### src/rtl/debounce_pkg.sv
// debounce_pkg: shared constants, helper function and event record for the
// switch debounce bank.
//   clog2()                     ceiling log2, used for counter widths
//   DEBOUNCE_LIMIT_10MS_25MHZ   10 ms of stable input at 25 MHz
//   LONG_LIMIT_1S_25MHZ         1 s long-press hold time at 25 MHz
//   ch_event_t                  per-channel registered pulse group
package debounce_pkg;

  localparam int DEBOUNCE_LIMIT_10MS_25MHZ = 250000;
  localparam int LONG_LIMIT_1S_25MHZ       = 25000000;

  typedef struct packed {
    logic press;
    logic rel;
    logic lng;
  } ch_event_t;

  // Number of bits needed to index 'value' distinct states; clog2(1) == 0.
  function automatic int clog2(input int value);
    int v;
    int r;
    v = value - 1;
    r = 0;
    while (v > 0) begin
      r++;
      v = v >> 1;
    end
    return r;
  endfunction

endpackage

### src/rtl/debounce_channel.sv
// debounce_channel: one switch channel -- 2-flop synchroniser, stability
// counter, debounced level, press/release pulses and long-press timer.
// Ports:
//   clk_i      clock
//   rst_i      asynchronous active-high reset
//   switch_i   raw asynchronous switch level
//   state_o    debounced level, 1 = pressed
//   press_o    one-cycle pulse after debounced 0->1
//   release_o  one-cycle pulse after debounced 1->0
//   long_o     one-cycle pulse when pressed for LONG_LIMIT cycles
module debounce_channel
  import debounce_pkg::*;
#(
  parameter int DEBOUNCE_LIMIT = DEBOUNCE_LIMIT_10MS_25MHZ,
  parameter int LONG_LIMIT     = LONG_LIMIT_1S_25MHZ,
  parameter bit INVERT         = 1'b0
) (
  input  logic clk_i,
  input  logic rst_i,
  input  logic switch_i,
  output logic state_o,
  output logic press_o,
  output logic release_o,
  output logic long_o
);

  localparam int CW      = clog2(DEBOUNCE_LIMIT + 1);
  localparam int HW_RAW  = clog2(LONG_LIMIT + 1);
  localparam int HW      = (HW_RAW < 1) ? 1 : HW_RAW;
  localparam bit LONG_EN = (LONG_LIMIT > 0);

  localparam logic [CW-1:0] CNT_LAST  = CW'(DEBOUNCE_LIMIT - 1);
  localparam logic [HW-1:0] HOLD_MAX  = HW'(LONG_LIMIT);
  // Only meaningful when LONG_EN; the long pulse is gated otherwise.
  localparam logic [HW-1:0] HOLD_LAST = HW'(LONG_LIMIT - 1);

  logic          sync1_q, sync2_q;
  logic [CW-1:0] cnt_q, cnt_d;
  logic          state_q, state_d;
  logic [HW-1:0] hold_q, hold_d;
  ch_event_t     evt_q, evt_d;

  always_comb begin
    cnt_d   = cnt_q;
    state_d = state_q;
    evt_d   = '0;

    if (sync2_q == state_q) begin
      cnt_d = '0;
    end else if (cnt_q == CNT_LAST) begin
      // Input has differed for DEBOUNCE_LIMIT consecutive cycles: accept it.
      state_d   = sync2_q;
      cnt_d     = '0;
      evt_d.press = sync2_q;
      evt_d.rel   = ~sync2_q;
    end else begin
      cnt_d = cnt_q + 1'b1;
    end

    // Hold timer runs off the registered level; it saturates so the long
    // pulse fires at most once per press.
    hold_d = hold_q;
    if (!state_q) begin
      hold_d = '0;
    end else if (LONG_EN && (hold_q != HOLD_MAX)) begin
      hold_d = hold_q + 1'b1;
    end
    evt_d.lng = LONG_EN && state_q && (hold_q == HOLD_LAST);
  end

  always_ff @(posedge clk_i or posedge rst_i) begin
    if (rst_i) begin
      sync1_q <= 1'b0;
      sync2_q <= 1'b0;
      cnt_q   <= '0;
      state_q <= 1'b0;
      hold_q  <= '0;
      evt_q   <= '0;
    end else begin
      sync1_q <= switch_i ^ INVERT;
      sync2_q <= sync1_q;
      cnt_q   <= cnt_d;
      state_q <= state_d;
      hold_q  <= hold_d;
      evt_q   <= evt_d;
    end
  end

  assign state_o   = state_q;
  assign press_o   = evt_q.press;
  assign release_o = evt_q.rel;
  assign long_o    = evt_q.lng;

endmodule

### src/rtl/debounce_bank.sv
// debounce_bank: NUM_CH independent debounced switch channels.
// Ports:
//   i_Clk      clock for all logic
//   i_Rst      asynchronous active-high reset
//   i_Switch   raw switch levels (ACTIVE_LOW bits are inverted first)
//   o_State    debounced level per channel, 1 = pressed
//   o_Press    one-cycle pulse per channel on debounced 0->1
//   o_Release  one-cycle pulse per channel on debounced 1->0
//   o_Long     one-cycle pulse per channel after LONG_LIMIT pressed cycles
module debounce_bank
  import debounce_pkg::*;
#(
  parameter int                NUM_CH         = 4,
  parameter int                DEBOUNCE_LIMIT = DEBOUNCE_LIMIT_10MS_25MHZ,
  parameter int                LONG_LIMIT     = LONG_LIMIT_1S_25MHZ,
  parameter logic [NUM_CH-1:0] ACTIVE_LOW     = '0
) (
  input  logic              i_Clk,
  input  logic              i_Rst,
  input  logic [NUM_CH-1:0] i_Switch,
  output logic [NUM_CH-1:0] o_State,
  output logic [NUM_CH-1:0] o_Press,
  output logic [NUM_CH-1:0] o_Release,
  output logic [NUM_CH-1:0] o_Long
);

  for (genvar g = 0; g < NUM_CH; g++) begin : g_ch
    debounce_channel #(
      .DEBOUNCE_LIMIT (DEBOUNCE_LIMIT),
      .LONG_LIMIT     (LONG_LIMIT),
      .INVERT         (ACTIVE_LOW[g])
    ) u_ch (
      .clk_i     (i_Clk),
      .rst_i     (i_Rst),
      .switch_i  (i_Switch[g]),
      .state_o   (o_State[g]),
      .press_o   (o_Press[g]),
      .release_o (o_Release[g]),
      .long_o    (o_Long[g])
    );
  end

endmodule
### config.mk
export PLATFORM = sky130hd
export DESIGN_NAME = debounce_bank
export DESIGN_NICKNAME = d
export VERILOG_FILES = /design/src/rtl/debounce_pkg.sv /design/src/rtl/debounce_channel.sv /design/src/rtl/debounce_bank.sv
export SDC_FILE = /design/constraint.sdc
export NUM_CORES = 1
export LEC_CHECK = 0
export CORE_UTILIZATION = 65
export DETAILED_ROUTE_END_ITERATION = 12
export PLACE_DENSITY_LB_ADDON = 0.1
export SETUP_SLACK_MARGIN = 0.15
export SYNTH_ARGS = -nofsm -noshare
export SYNTH_HDL_FRONTEND = slang
export SYNTH_SLANG_ARGS = --single-unit
### constraint.sdc
create_clock -name i_Clk -period 11.3 [get_ports i_Clk]
set_input_delay 1.13 -clock i_Clk [delete_from_list [all_inputs] [get_ports i_Clk]]
set_output_delay 1.13 -clock i_Clk [all_outputs]
set_load 0.1 [all_outputs]
======== Yosys cells after proc, flatten, opt, wreduce, memory -nomap -nowiden ========
Index checks and enable logic that the tools add are counted.
Widths: inputs -> output; s select.
word-level totals
  input port bits ......................... 6
  register bits after elaboration ......... 196
  output and inout port bits .............. 16
cells by class
  bitwise operators ....................... 8
  equality and inequality tests ........... 20
  add/subtract/negate cells ............... 8
  reductions and logical operators ........ 8
  muxes and demuxes ....................... 24
operator list
  kind                   count
  $mux 25                8
  $mux 18                8
  $add 25x1->25 const B  4
  $eq 25x25->1 const B   4
  $ne 25x25->1 const B   4
  $add 18x1->18 const B  4
  $eq 18x18->1 const B   4
  $mux 2                 8
  $ne 2x2->1 const B     4
  $not 1->1              8
  $reduce_and 2->1       4
  $eq 1x1->1             4
  $logic_and 1x1->1      4

======== Depth between registers and ports, before layout ========
Gate-level depths: netlist of the first run.
  depth after elaboration ................. 3
  depth in mapped cells ................... 7
  depth with buffers taken out ............ 5

======== Hierarchy ========
From an unflattened synthesis of the first run, not the netlist that was laid out.
unflattened totals
  cells, all modules ...................... 1,004
  area total of the unflattened synthesis .. 9,809.4 µm²
by module, submodules not included
  module            area an instance (µm²)  cells an instance  times used
  debounce_channel  2,452.4                 251                4

======== Least setup slack after synthesis of the first run ========
No wires, ideal clock.
  kind .................................... reg-to-output
  start ................................... reg g_ch[3].u_ch.state_q
  end ..................................... out o_State[3]
  cell stages (with the launch flop) ...... 2
  arrival time ............................ 0.728 ns
  slack ................................... 9.442 ns
  buffers on the path ..................... 1
  cells stage by stage .................... dfrtp_1 -> buf_4
RTL lines
  what                    RTL line                RTL
  from (decl)             debounce_channel.sv:39  logic state_q, state_d;
  from (signal assigned)  debounce_channel.sv:83  state_q <= state_d;
  to (decl)               debounce_bank.sv:21     output logic [NUM_CH-1:0] o_State,
No word-level cell between the ends.

======== Worst setup path after layout of the first run ========
  start ................................... reg g_ch[0].u_ch.state_q
  end ..................................... out o_State[0]
RTL lines
  what                    RTL line
  from (decl)             debounce_channel.sv:39
  from (signal assigned)  debounce_channel.sv:83
No word-level cell between the ends.

==> results of run 1 <==
-- through the flow --
step	setup WS, ns	cells	utilization
final	7.89	1209	0.728
after global routing	7.82	1209	0.728
after CTS	7.88	1209	0.728
after detailed placement	7.95	1179	0.685
after global placement	7.98	1179	0.685
after floorplan	4.83	1026	-
-- routing by layer --
layer	track usage	routed length, um	up-vias
met3	0.0510	565	17
met5	0	0	-
li1	-	-	3632
met4	0.0653	183	0
met2	0.411	8650	111
met1	0.351	8930	3620
-- worst min path at each step --
| stage | endpoint | cells past startpoint | slack, ns |
|---|---|---|---|
| floorplan | g_ch[0].u_ch.sync2_q$_DFF_PP0_ | 0 | 0.33 |
| global placement | g_ch[3].u_ch.sync2_q$_DFF_PP0_ | 0 | 0.34 |
| detailed placement | g_ch[0].u_ch.sync2_q$_DFF_PP0_ | 0 | 0.34 |
| CTS | g_ch[3].u_ch.sync2_q$_DFF_PP0_ | 0 | 0.36 |
| global route | g_ch[0].u_ch.sync2_q$_DFF_PP0_ | 0 | 0.37 |
| finish | g_ch[3].u_ch.sync2_q$_DFF_PP0_ | 0 | 0.35 |
-- Yosys cell counts (all sizes together) (23+ instances only) --
library cell  count
a21oi            43
buf              30
clkbuf           23
dfrtp           196
inv              33
nand2            62
nand3            70
nand4            49
nor2            126
nor3             30
nor4             36
o31ai            24
or3              30
xnor2            71
xor2             38
-- state kept, by name, summed over array words and instances, names as in the netlist --
register             count
g_ch.u_ch.sync1_q        4
g_ch.u_ch.press_o        4
g_ch.u_ch.release_o      4
g_ch.u_ch.sync2_q        4
g_ch.u_ch.state_o        4
g_ch.u_ch.hold_q       100
g_ch.u_ch.cnt_q         72
g_ch.u_ch.long_o         4
-- cell families after synthesis --
| kind of cell | Yosys count |
|---|---|
| AND/OR/NAND/NOR | 509 |
| flip-flops | 196 |
| XOR/XNOR | 109 |
| AO/OA/AOI/OAI | 99 |
| buffers and inverters | 87 |
| multiplexers | 14 |
| adder cells (fa/ha/maj) | 12 |
-- cell type report --
class / count / area [um2] / area share
clock inverters: 7 / 145 / 0.0135
multi-input cells: 743 / 4620 / 0.430
flip-flops and latches: 196 / 4900 / 0.457
clock buffers: 23 / 488 / 0.0454
well taps: 184 / 230 / 0.0214
repair buffers: 22 / 218 / 0.0203
inverters: 34 / 135 / 0.0126
-- power breakdown --
group / internal [W] / switching (W) / leakage (nW)
Sequential: 0.000706 / 0.00000515 / 2.71
Combinational: 0.00000649 / 0.0000204 / 1.04
Clock: 0.000393 / 0.000252 / 0.306
Total: 0.00111 / 0.000278 / 4.06
==> flow_results.org, run 1 <==
** Outcome
- The flow ran to the end, and the final reports show no timing, DRC or antenna violations.

** Worst setup path
- Count of cells along the worst register-to-register path :: 4
- Buf/Inv on CP :: 1
- Worst reg2reg path endpoint :: g_ch[2].u_ch.hold_q[17]$_DFFE_PP0P_
- CP max stage delay :: ~1.2 ns
- Element type at the critical path end :: primary output
- Data arrival time of the critical path :: 2.28 ns
- Top cell family by delay on the critical path :: buffers and inverters
- Of all nets on the critical path, the largest fanout is 15.
- Capturing instance or port of the critical path :: o_State[0]
- Data on the critical path is required at its endpoint by 10.17 ns.
- The critical path in this run is classified as register to primary output.
- The critical path goes through clkdlybuf4s50_1.
- The critical path starts at g_ch[0].u_ch.state_o$_DFFE_PP0P_.
- Internal reg-to-reg setup slack :: 9.16 ns
- In this run the number of cells on the critical path is 1.
- Startpoint type of the worst setup path :: register
- Cell with the biggest individual delay on the critical path :: clkdlybuf4s50_1
- Reg2Reg Launch Point :: g_ch[2].u_ch.hold_q[6]$_DFFE_PP0P_

** Timing
- Fin. max-slew vios :: 0
- Derived from the worst setup path, the maximum achievable clock frequency is 0.294 GHz.
- The worst path in the final design needs a cycle of 3.41 ns, including I/O delays and setup.
- Worst hold margin :: around 0.35 ns
- Setup repair after global routing left no endpoint under its margin.
- Summed over all failing endpoints, the final setup total negative slack is 0 ns.
- The clock arrives with 0.00875 ns of skew.
- Measured against its own limit, the worst slew margin works out to 0.338.
- At the pin with the least slew margin, the transition time is 0.992 ns.
- The final-report hold violation count came to 0.
- Dividing the final minimum period by the clock period gives 0.301.
- Setup violations remaining at the end of the flow were counted as 0.

** CTS
- The clock tree synthesis step divided the H-tree into 4 levels.
- TritonCTS built the clock tree.
- Number of buffers inserted during clock tree synthesis :: 17
- Once the clock tree was built, the resizer swapped 0 gates to a different size.
- The longest clock path from root to sink contains 2 buffers.
- The number of setup buffers added after CTS is 0.
- Clock net sink count :: between 150 and 200
- The root buffer cell chosen for the clock tree is clkbuf_16.
- Clock latency reported for the late side of the worst-skew pair :: 0.43 ns
- Clock-pin slew was measured on the worst setup and hold paths at ~0.070 ns.
- Cts hold-fix bufs :: 0

** Synth
- Yosys warnings :: 0
- After synthesis, the mean cell area works out to 9.69 um2.
- Synthesized net count :: between 1000 and 1500
- Share of the synthesized area in compound gates (AO/OA/AOI/OAI) :: 0.0614
- Leading area contributor after synthesis :: dfrtp_1
- Synthesized-area fraction occupied by xor and xnor cells :: 0.0960
- In the synthesized netlist the dominant register cell turns out to be dfrtp_1.
- Synthesis produced a netlist whose cell count is 1026.
- Of the total synthesized cell area, the portion taken by AND, OR, NAND and NOR gates is 0.277.
- Cells taking the most area after synthesis :: dfrtp_1, xnor2_1, nor2_1
- Count of flip-flops with a built-in enable after synthesis :: 0
- Combinational family with the most area after synthesis :: simple AND/OR/NAND/NOR gates
- Of the post-synthesis cell area, the part taken by muxes is 0.0146.
- Share of the synthesized area in the top cell type :: 0.493
- Post-synthesis share of cell area spent on full adders, half adders and majority gates :: 0.0151
- Netlist area before placement :: 9950 um2
- After synthesis the netlist holds a flip-flop and latch count of 196.
- Yosys mapped the design onto 49 distinct sky130hd cell types.
- Of the synthesized area, sequential elements account for 0.493.
- Async set-reset flop share out of synthesis :: 1.00

** Cells and area
- The net count of the finished layout is 1032.
- Commonest cells after routing, fill and taps aside :: dfrtp_1, nor2_1, xnor2_1, nand3_1, nand2_1
- The library cell used most frequently in the layout, excluding fill and tap cells, is dfrtp_1.
- The repair_antennas step left the layout with diodes totalling 0.
- Layout cell share with drive strength beyond 1 :: 0.0410
- Layout overhead on the synthesized area :: 7.95%
- Final design instance area without fill :: 10700 um2
- The filler cells instantiated in the layout total 1082.

** Floorplanning
- # IOs :: 22
- From left edge to right edge, the die measures around 130 um.
- The die is 126 um tall.
- In this run the standard cell core region covers 14800 um2.
- The die covers around 16000 um2.
- Initial Util :: 0.674
- Number of placement rows :: 44

** Worst hold path
- Hold Crit Class :: register to register
- Beginning of the worst hold path :: g_ch[3].u_ch.sync1_q$_DFF_PP0_

** GRT
- Overall track demand over capacity in global routing :: 0.253
- Maximum number of pins on one net before global-route repair :: 117
- Grt total ovfl :: 0
- The initial antenna violation count is 0.
- Number of global-route vias before repair :: slightly above 7000
- The first global-routing pass estimated about 33000 um of wire.

** Placed design
- In this run the tool buffered the top-level ports with 21 buffer cells.
- Total cell area at the placement stage :: about 10000 um2
- Detailed placement HPWL :: 11900 um
- Routability-driven placement finished with a final weighted congestion of 0.803.

** Power and ir drop
- Summed over all cells, the static leakage comes to 4.06 nW.
- The completed layout was analyzed and its total power is 0.00138 W.
- Power density over the cells :: 129 nW/um2
- Across the VDD grid, the largest voltage drop is 0.114 mV.

** Drt
- Using the TritonRoute via totals, the vias-per-cell ratio works out to slightly above 6.
- For this run, design rule violations remaining after detail routing come to 0.
- Routed length per placed instance :: 15.2 um
- Summed over all layers, the routed wires come to 18300 um.
- First-pass DRT Iterations :: 5
- Count of routing violations after the opening detailed-route iteration :: 528
- Detailed routing inserted a total of roughly 7400 vias.
- The detail route stage leaves a number of antenna-violating nets equal to 0.

** Flow run
- Max-cap violations in this run came to 0.
Note: power is estimated with default switching activity, not from simulation.
==> run 2: changes to the inputs <==
- CORE_UTILIZATION: 65 -> 62
- clock period: 11.3 -> 3.5 ns (I/O delays scaled with it)
==> flow_results.org, run 2 (synthesis results as in run 1) <==
** Outcome
- Outcome :: finished, final reports clean

** Floorplanning
- The total I/O pin count came to 22 (unchanged).
- The core area came to 15400 um2 (+4.6%).
- Number of placement rows :: 45 (+2.3%)
- The die boundary height came to 129 um (+2.4%).
- Initial Util :: 0.645 (-0.0294)
- Die area :: 16600 um2 (+4.8%)
- The horizontal die dimension is 129 um (+2.4%).

** Power and ir drop
- The switching power share of the total is 0.203 (+0.00229).
- Peak VDD IR :: 0.391 mV (+240%)
- The net switching power was 0.000918 W (+230%).
- Seq pwr share :: 0.507 (-0.007)
- Power density over the cells :: 419 nW/um2 (+230%)
- Internal Pwr Total :: 0.00361 W (+230%)
- The part of the power in combinational logic is 0.020 (about the same).
- Part of the power in the clock network :: 0.473 (+0.007)
- The total leakage power was 4.07 nW (+0.29%).

** Timing
- Worst-Margin Slew :: 1.02 ns (+0.0233 ns)
- The worst path in the final design needs a cycle of 2.64 ns, including I/O delays and setup.
- Unrepaired setup endpoints after global routing :: no
- Worst hold margin :: 0.348 ns (-0.00571 ns)
- Number of hold violations in the final report :: 0 (unchanged)
- Worst setup skew after layout :: 0.00676 ns (-0.00199 ns)
- The count of pins over their slew limit was 0 (unchanged).
- Period utilisation layout :: 0.753
- Final setup violating endpoints :: 0 (unchanged)
- Relative max-transition margin :: 0.323 (-0.0155)
- For this run, the top clock speed supported by timing is 0.379 GHz.
- Setup TNS :: 0 ns (unchanged)

** Worst setup path
- The largest stage delay on the critical path was 1.22 ns (about the same).
- Top cell family by delay on the critical path :: buffers and inverters
- Startpoint type of the worst setup path :: register
- The sum of buffers and inverters on the critical path is 1 (unchanged).
- The worst setup path is captured at a primary output.
- The critical path in this run is classified as register to primary output.
- Largest driver fanout on the critical path :: 15 (unchanged)
- Cell with the biggest individual delay on the critical path :: clkdlybuf4s50_1
- Traced cell by cell, the critical path runs through clkdlybuf4s50_1.
- The critical path required time came to 3.15 ns (-7.02 ns).
- Data arrival time of the critical path :: 2.29 ns (about the same)

** Drt
- Number of nets still failing antenna checks after routing :: 0 (unchanged)
- M1 WL :: 8940 um (+0.11%)
- First-pass DRT Iterations :: 5 (unchanged)
- Count of routing violations after the opening detailed-route iteration :: 482 (-8.7%)
- Routed length per placed instance :: 14.7 um (-2.9%)
- Met2 wire len :: 8550 um (-1.2%)
- The final wirelength came to 18200 um (-0.55%).
- Met3 WL post-DR :: 508 um (-10%)
- The ratio of routed vias to standard cells came to 5.93 (-2.9%).
- DR vias :: 7339 (-0.56%)
- In this run the top signal layer used is met4.
- Drc violations :: 0 (unchanged)

** Worst hold path
- Hold Crit Class :: register to register

** Cells and area
- Final Instance Count excl. Fillers :: 1238 (+2.4%)
- Commonest non-fill, non-tap cell in the layout :: dfrtp_1
- More flip-flops sit in one register than any other, and that register is g_ch.u_ch.hold_q.
- The filler cell count in the final layout was 1198 (+11%).
- The diode insertion count for antenna repair came to 0 (unchanged).
- The count of nets after finishing was 1032 (unchanged).
- Commonest cells after routing, fill and taps aside :: dfrtp_1, nor2_1, xnor2_1, nand3_1, nand2_1
- The area used by sequential logic in the layout is 4900 um2 (unchanged).
- Layout cell share with drive strength beyond 1 :: 0.0448 (+0.00382)
- The area taken by multi-input logic gates is 4620 um2 (unchanged).
- Relative to the synthesized area, the layout overhead comes to 8.60%.
- Registers with the most flip-flops :: g_ch.u_ch.hold_q (100), g_ch.u_ch.cnt_q (72)
- The number of flip-flops under the largest register name is 100 (unchanged).

** GRT
- Overall track demand over capacity in global routing :: 0.237 (-0.0166)
- The overflow left after global routing was 0 (unchanged).
- The initial antenna violation count came to 0 (unchanged).
- Global-route wire length before repair :: 31400 um (-4.2%)
- Maximum number of pins on one net before global-route repair :: 197 (+68%)
- The number of global-route vias before repair was 6881 (-3.5%).

** Placed design
- Inst Count DP :: 1206 (+2.3%)
- Detailed placement HPWL :: 11700 um (-1.6%)
- Placer congestion estimate :: 0.804 (about the same)
- Count of buffers inserted at the top-level ports :: 21 (unchanged)

** CTS
- The maximum level of the CTS H-tree was 4 (unchanged).
- Clock transition time at the flip-flop clock pins of the worst setup and hold paths :: 0.07 ns (about the same)
- Number of buffers inserted by post-CTS setup repair :: 0 (unchanged)
- CTS tree :: yes
- The number of gates resized after cts came to 0 (unchanged).
- The count of clock tree sinks came to 196 (unchanged).
- Cts hold-fix bufs :: 0 (unchanged)
- The root buffer cell chosen for the clock tree is clkbuf_16.
- Number of buffers inserted during clock tree synthesis :: 17 (unchanged)
- Number of buffers between clock root and the deepest sink :: 2 (unchanged)
- The clock insertion delay at the later pin of the skew report was 0.43 ns (about the same).

** Flow run
- Count of max-cap constraint violations :: 0 (unchanged)
-- run 2: path summary, 6_finish.rpt --
path,from,endpoint,slack [ns],cells after the start
setup / recovery,g_ch[0].u_ch.state_o$_DFFE_PP0P_,o_State[0],0.86,1
hold / removal,g_ch[0].u_ch.sync1_q$_DFF_PP0_,g_ch[0].u_ch.sync2_q$_DFF_PP0_,0.35,0
setup reg to reg,g_ch[2].u_ch.hold_q[6]$_DFFE_PP0P_,g_ch[2].u_ch.hold_q[17]$_DFFE_PP0P_,1.43,4
hold reg to reg,g_ch[0].u_ch.sync1_q$_DFF_PP0_,g_ch[0].u_ch.sync2_q$_DFF_PP0_,0.35,0
max in group asynchronous,i_Rst,g_ch[0].u_ch.hold_q[12]$_DFFE_PP0P_,2.19,3
min in group asynchronous,i_Rst,g_ch[3].u_ch.cnt_q[14]$_DFF_PP0_,0.57,3
-- run 2: final cells by class --
cell class              count  share of cell area
well taps                 211              0.0244
flip-flops and latches    196               0.454
multi-input cells         743               0.427
clock inverters            13              0.0188
clock buffers              19              0.0419
repair buffers             22              0.0213
inverters                  34              0.0122
-- run 2: stage by stage --
stage                      util  total power [W]  setup WS (ns)  instance area [um2]
after CTS                 0.700          0.00458          0.854                10800
after floorplan               -          0.00240          0.618                 9950
after detailed placement  0.658          0.00243           1.35                10100
after global placement    0.658          0.00243           1.36                10100
final                     0.700          0.00452          0.865                10800
after global routing      0.700          0.00468          0.793                10800
-- run 2: layer usage --
| metal | vias up | global-route usage |
|---|---|---|
| met1 | 3585 | 0.321 |
| met2 | 93 | 0.384 |
| li1 | 3644 | - |
| met5 | - | 0 |
| met3 | 17 | 0.0420 |
| met4 | 0 | 0.0872 |
-- run 2: power groups by stage --
stage	sequential [W]	clock, W	combinational [W]
6_report	0.00230	0.00214	0.0000884
5_1_grt	0.00230	0.00228	0.000106
4_1_cts	0.00230	0.00219	0.0000931
3_5_place_dp	0.00234	0	0.0000927
3_3_place_gp	0.00234	0	0.0000920
2_1_floorplan	0.00234	0	0.0000673
==> run 3: changes to the inputs <==
- CORE_UTILIZATION: 62 -> 56
- clock period: 3.5 -> 2.14 ns (I/O delays scaled with it)
==> flow_results.org, run 3 (synthesis results as in run 1) <==
** Cells and area
- Layout cell share with drive strength beyond 1 :: 0.0953 (+0.0505)
- Registers with the most flip-flops :: g_ch.u_ch.hold_q (100), g_ch.u_ch.cnt_q (72)
- Commonest cells after routing, fill and taps aside :: dfrtp_1, nor2_1, xnor2_1, nand3_1, nand2_1
- The filler cell count in the final layout is 1452 (+21%).
- The diode insertion count for antenna repair was 0 (unchanged).
- Layout overhead on the synthesized area :: 11.7%
- Commonest non-fill, non-tap cell in the layout :: dfrtp_1
- Final core area utilization :: 0.642 (-0.0581)
- Final design instance area without fill :: 11100 um2 (+2.8%)
- Post-layout net count :: 1066 (+3.3%)
- Counting flops per register, the top entry is g_ch.u_ch.hold_q.
- Max FFs per register :: 100 (unchanged)

** Floorplanning
- # IOs :: 22 (unchanged)
- The standard-cell row count was 48 (+6.7%).
- Initial Util :: 0.575 (-0.0697)
- Overall die width :: 135 um (+5.1%)
- Die Y-Extent :: 135 um (+5.1%)
- The area of the die was 18300 um2 (+11%).
- The core area is 17300 um2 (+12%).

** Power and ir drop
- The internal cell power is 0.00587 W (+63%).
- The part of the power in combinational logic came to 0.025 (+0.005).
- Part of the power in the clock network :: 0.468 (-0.005)
- Seq pwr share :: 0.507 (about the same)
- The peak supply drop is 0.570 mV (+46%).
- The power density over cell area came to 667 nW/um2 (+59%).
- The total leakage power is 4.30 nW (+5.5%).
- The net switching power is 0.00154 W (+68%).
- The switching power share of the total was 0.208 (+0.00522).

** Flow run
- Count of max-cap constraint violations :: 0 (unchanged)

** CTS
- The largest buffer count on any clock path came to 2 (unchanged).
- The clock-pin slew on the worst setup and hold paths came to 0.07 ns (about the same).
- The clock insertion delay at the later pin of the skew report was 0.44 ns (about the same).
- The count of clock tree sinks is 196 (unchanged).
- The number of clock buffers inserted by TritonCTS was 17 (unchanged).
- Number of H-tree branching levels :: 4 (unchanged)
- CTS tree :: yes
- Clock tree synthesis selected as its root buffer the cell clkbuf_16.

** Drt
- First-pass DRT Iterations :: 5 (unchanged)
- DR vias :: 7467 (+1.7%)
- Number of nets still failing antenna checks after routing :: 0 (unchanged)
- The ratio of routed vias to standard cells is 5.81 (-2.0%).
- Routed length per placed instance :: 14.9 um (+1.3%)
- Count of routing violations after the opening detailed-route iteration :: 312 (-35%)
- The final wirelength is 19200 um (+5.1%).
- The number of DRC violations after detailed routing is 0 (unchanged).

** Timing
- Fin crit period :: roughly 1.9 ns
- Setup repair after global routing left no endpoint under its margin.
- The tightest slew margin relative to the limit was 0.489 (+0.166).
- The number of setup violations in the final report is 0 (unchanged).
- Fin. max-slew vios :: 0 (unchanged)
- The accumulated negative setup slack was 0 ns (unchanged).
- The worst setup skew after layout was 0.00768 ns (+0.000926 ns).
- Of the available clock period, the critical path in the final layout requires 0.884.
- The final-report hold violation count came to 0 (unchanged).
- Worst-Margin Slew :: 0.766 ns (-0.250 ns)
- Based on the critical path, the design can be clocked at up to 0.528 GHz.

** GRT
- Overall track demand over capacity in global routing :: 0.229 (-0.00800)
- The overflow left after global routing is 0 (unchanged).
- Global-route wire length before repair :: 33800 um (+7.4%)
- Number of global-route vias before repair :: 7250 (+5.4%)
- The initial antenna violation count is 0 (unchanged).
- The pin count of the biggest net entering global routing is 34 (-83%).

** Worst setup path
- By startpoint and endpoint, the worst setup path is classified as register to register.
- STA classifies the critical path startpoint as a register.
- Data required time of the critical path :: 2.46 ns (-0.69 ns)
- Tracing the worst setup path back leads to its startpoint at g_ch[3].u_ch.cnt_q[0]$_DFF_PP0_.
- Largest driver fanout on the critical path :: 5 (-10)
- The data arrival time of the worst path was 2.21 ns (-0.08 ns).
- The reg2reg setup slack is 0.25 ns (-1.18 ns).
- STA classifies the critical path endpoint as a register.
- The startpoint identified for the worst register-to-register timing path is g_ch[3].u_ch.cnt_q[0]$_DFF_PP0_.

** Placed design
- Count of buffers inserted at the top-level ports :: 21 (unchanged)
- Total cell area at the placement stage :: 10400 um2 (+2.7%)
- Detailed placement HPWL :: 12900 um (+11%)
- The placer's final routability congestion estimate was 0.820 (+2.0%).

** Worst hold path
- The path class of the tightest hold or removal check is primary input to asynchronous set/reset pin.

** Outcome
- Outcome :: finished, final reports clean
-- run 3: final timing paths --
check | endpoint | cells after the start
max in group asynchronous | g_ch[0].u_ch.hold_q[4]$_DFFE_PP0P_ | 3
max | g_ch[3].u_ch.state_o$_DFFE_PP0P_ | 4
max reg2reg | g_ch[3].u_ch.state_o$_DFFE_PP0P_ | 4
min | g_ch[1].u_ch.press_o$_DFF_PP0_ | 2
min in group i_Clk | g_ch[0].u_ch.sync1_q$_DFF_PP0_ | 1
min reg2reg | g_ch[0].u_ch.sync2_q$_DFF_PP0_ | 0
-- run 3: what timing repair did --
| action | CTS | global route |
|---|---|---|
| hold buffers | 0 | 0 |
| buffers inserted | 0 | 3 |
| endpoints found under the setup margin | 0 | 27 |
| endpoints found under the hold margin | 0 | 0 |
| gates resized for setup | 0 | 8 |
-- run 3: cell type report --
| class | instances | area (um2) | share of cell area |
|---|---|---|---|
| multi-input combinational | 743 | 4650 | 0.418 |
| timing repair buffer | 56 | 508 | 0.0457 |
| clock inverter | 13 | 205 | 0.0185 |
| clock buffer | 18 | 429 | 0.0386 |
| sequential | 196 | 4900 | 0.442 |
| tap | 225 | 282 | 0.0253 |
| inverter | 34 | 131 | 0.0118 |
-- run 3: metrics by stage --
step	total power [W]	hold slack, ns	worst slack, ns	instances
2_1_floorplan	0.00393	0.245	-0.606	1026
3_3_place_gp	0.00402	0.335	0.215	1251
3_5_place_dp	0.00402	0.341	0.186	1251
4_1_cts	0.00751	0.200	0.185	1282
5_1_grt	0.00766	0.196	0.157	1285
6_report	0.00741	0.216	0.247	1285
-- run 3: metal layers --
metal / global-route usage / share of wire / vias up
li1: - / - / 3707
met1: 0.309 / 0.49 / 3669
met2: 0.370 / 0.48 / 75
met3: 0.0490 / 0.025 / 16
met4: 0.0680 / 0.011 / 0
met5: 0 / 0 / -
-- run 3: worst max-delay path: stages, from the launching register on --
cell,delay (ns)
dfrtp_1,0.42
ha_1,0.25
nand3_1,0.22
or4_4,0.61
mux2_2,0.28
-- run 3: power by group through the flow --
stage / logic (W) / clock network, W / registers (W)
floorplan: 0.000110 / 0 / 0.00382
global placement: 0.000190 / 0 / 0.00383
detailed placement: 0.000193 / 0 / 0.00383
CTS: 0.000194 / 0.00356 / 0.00376
global route: 0.000215 / 0.00368 / 0.00376
finish: 0.000185 / 0.00347 / 0.00376
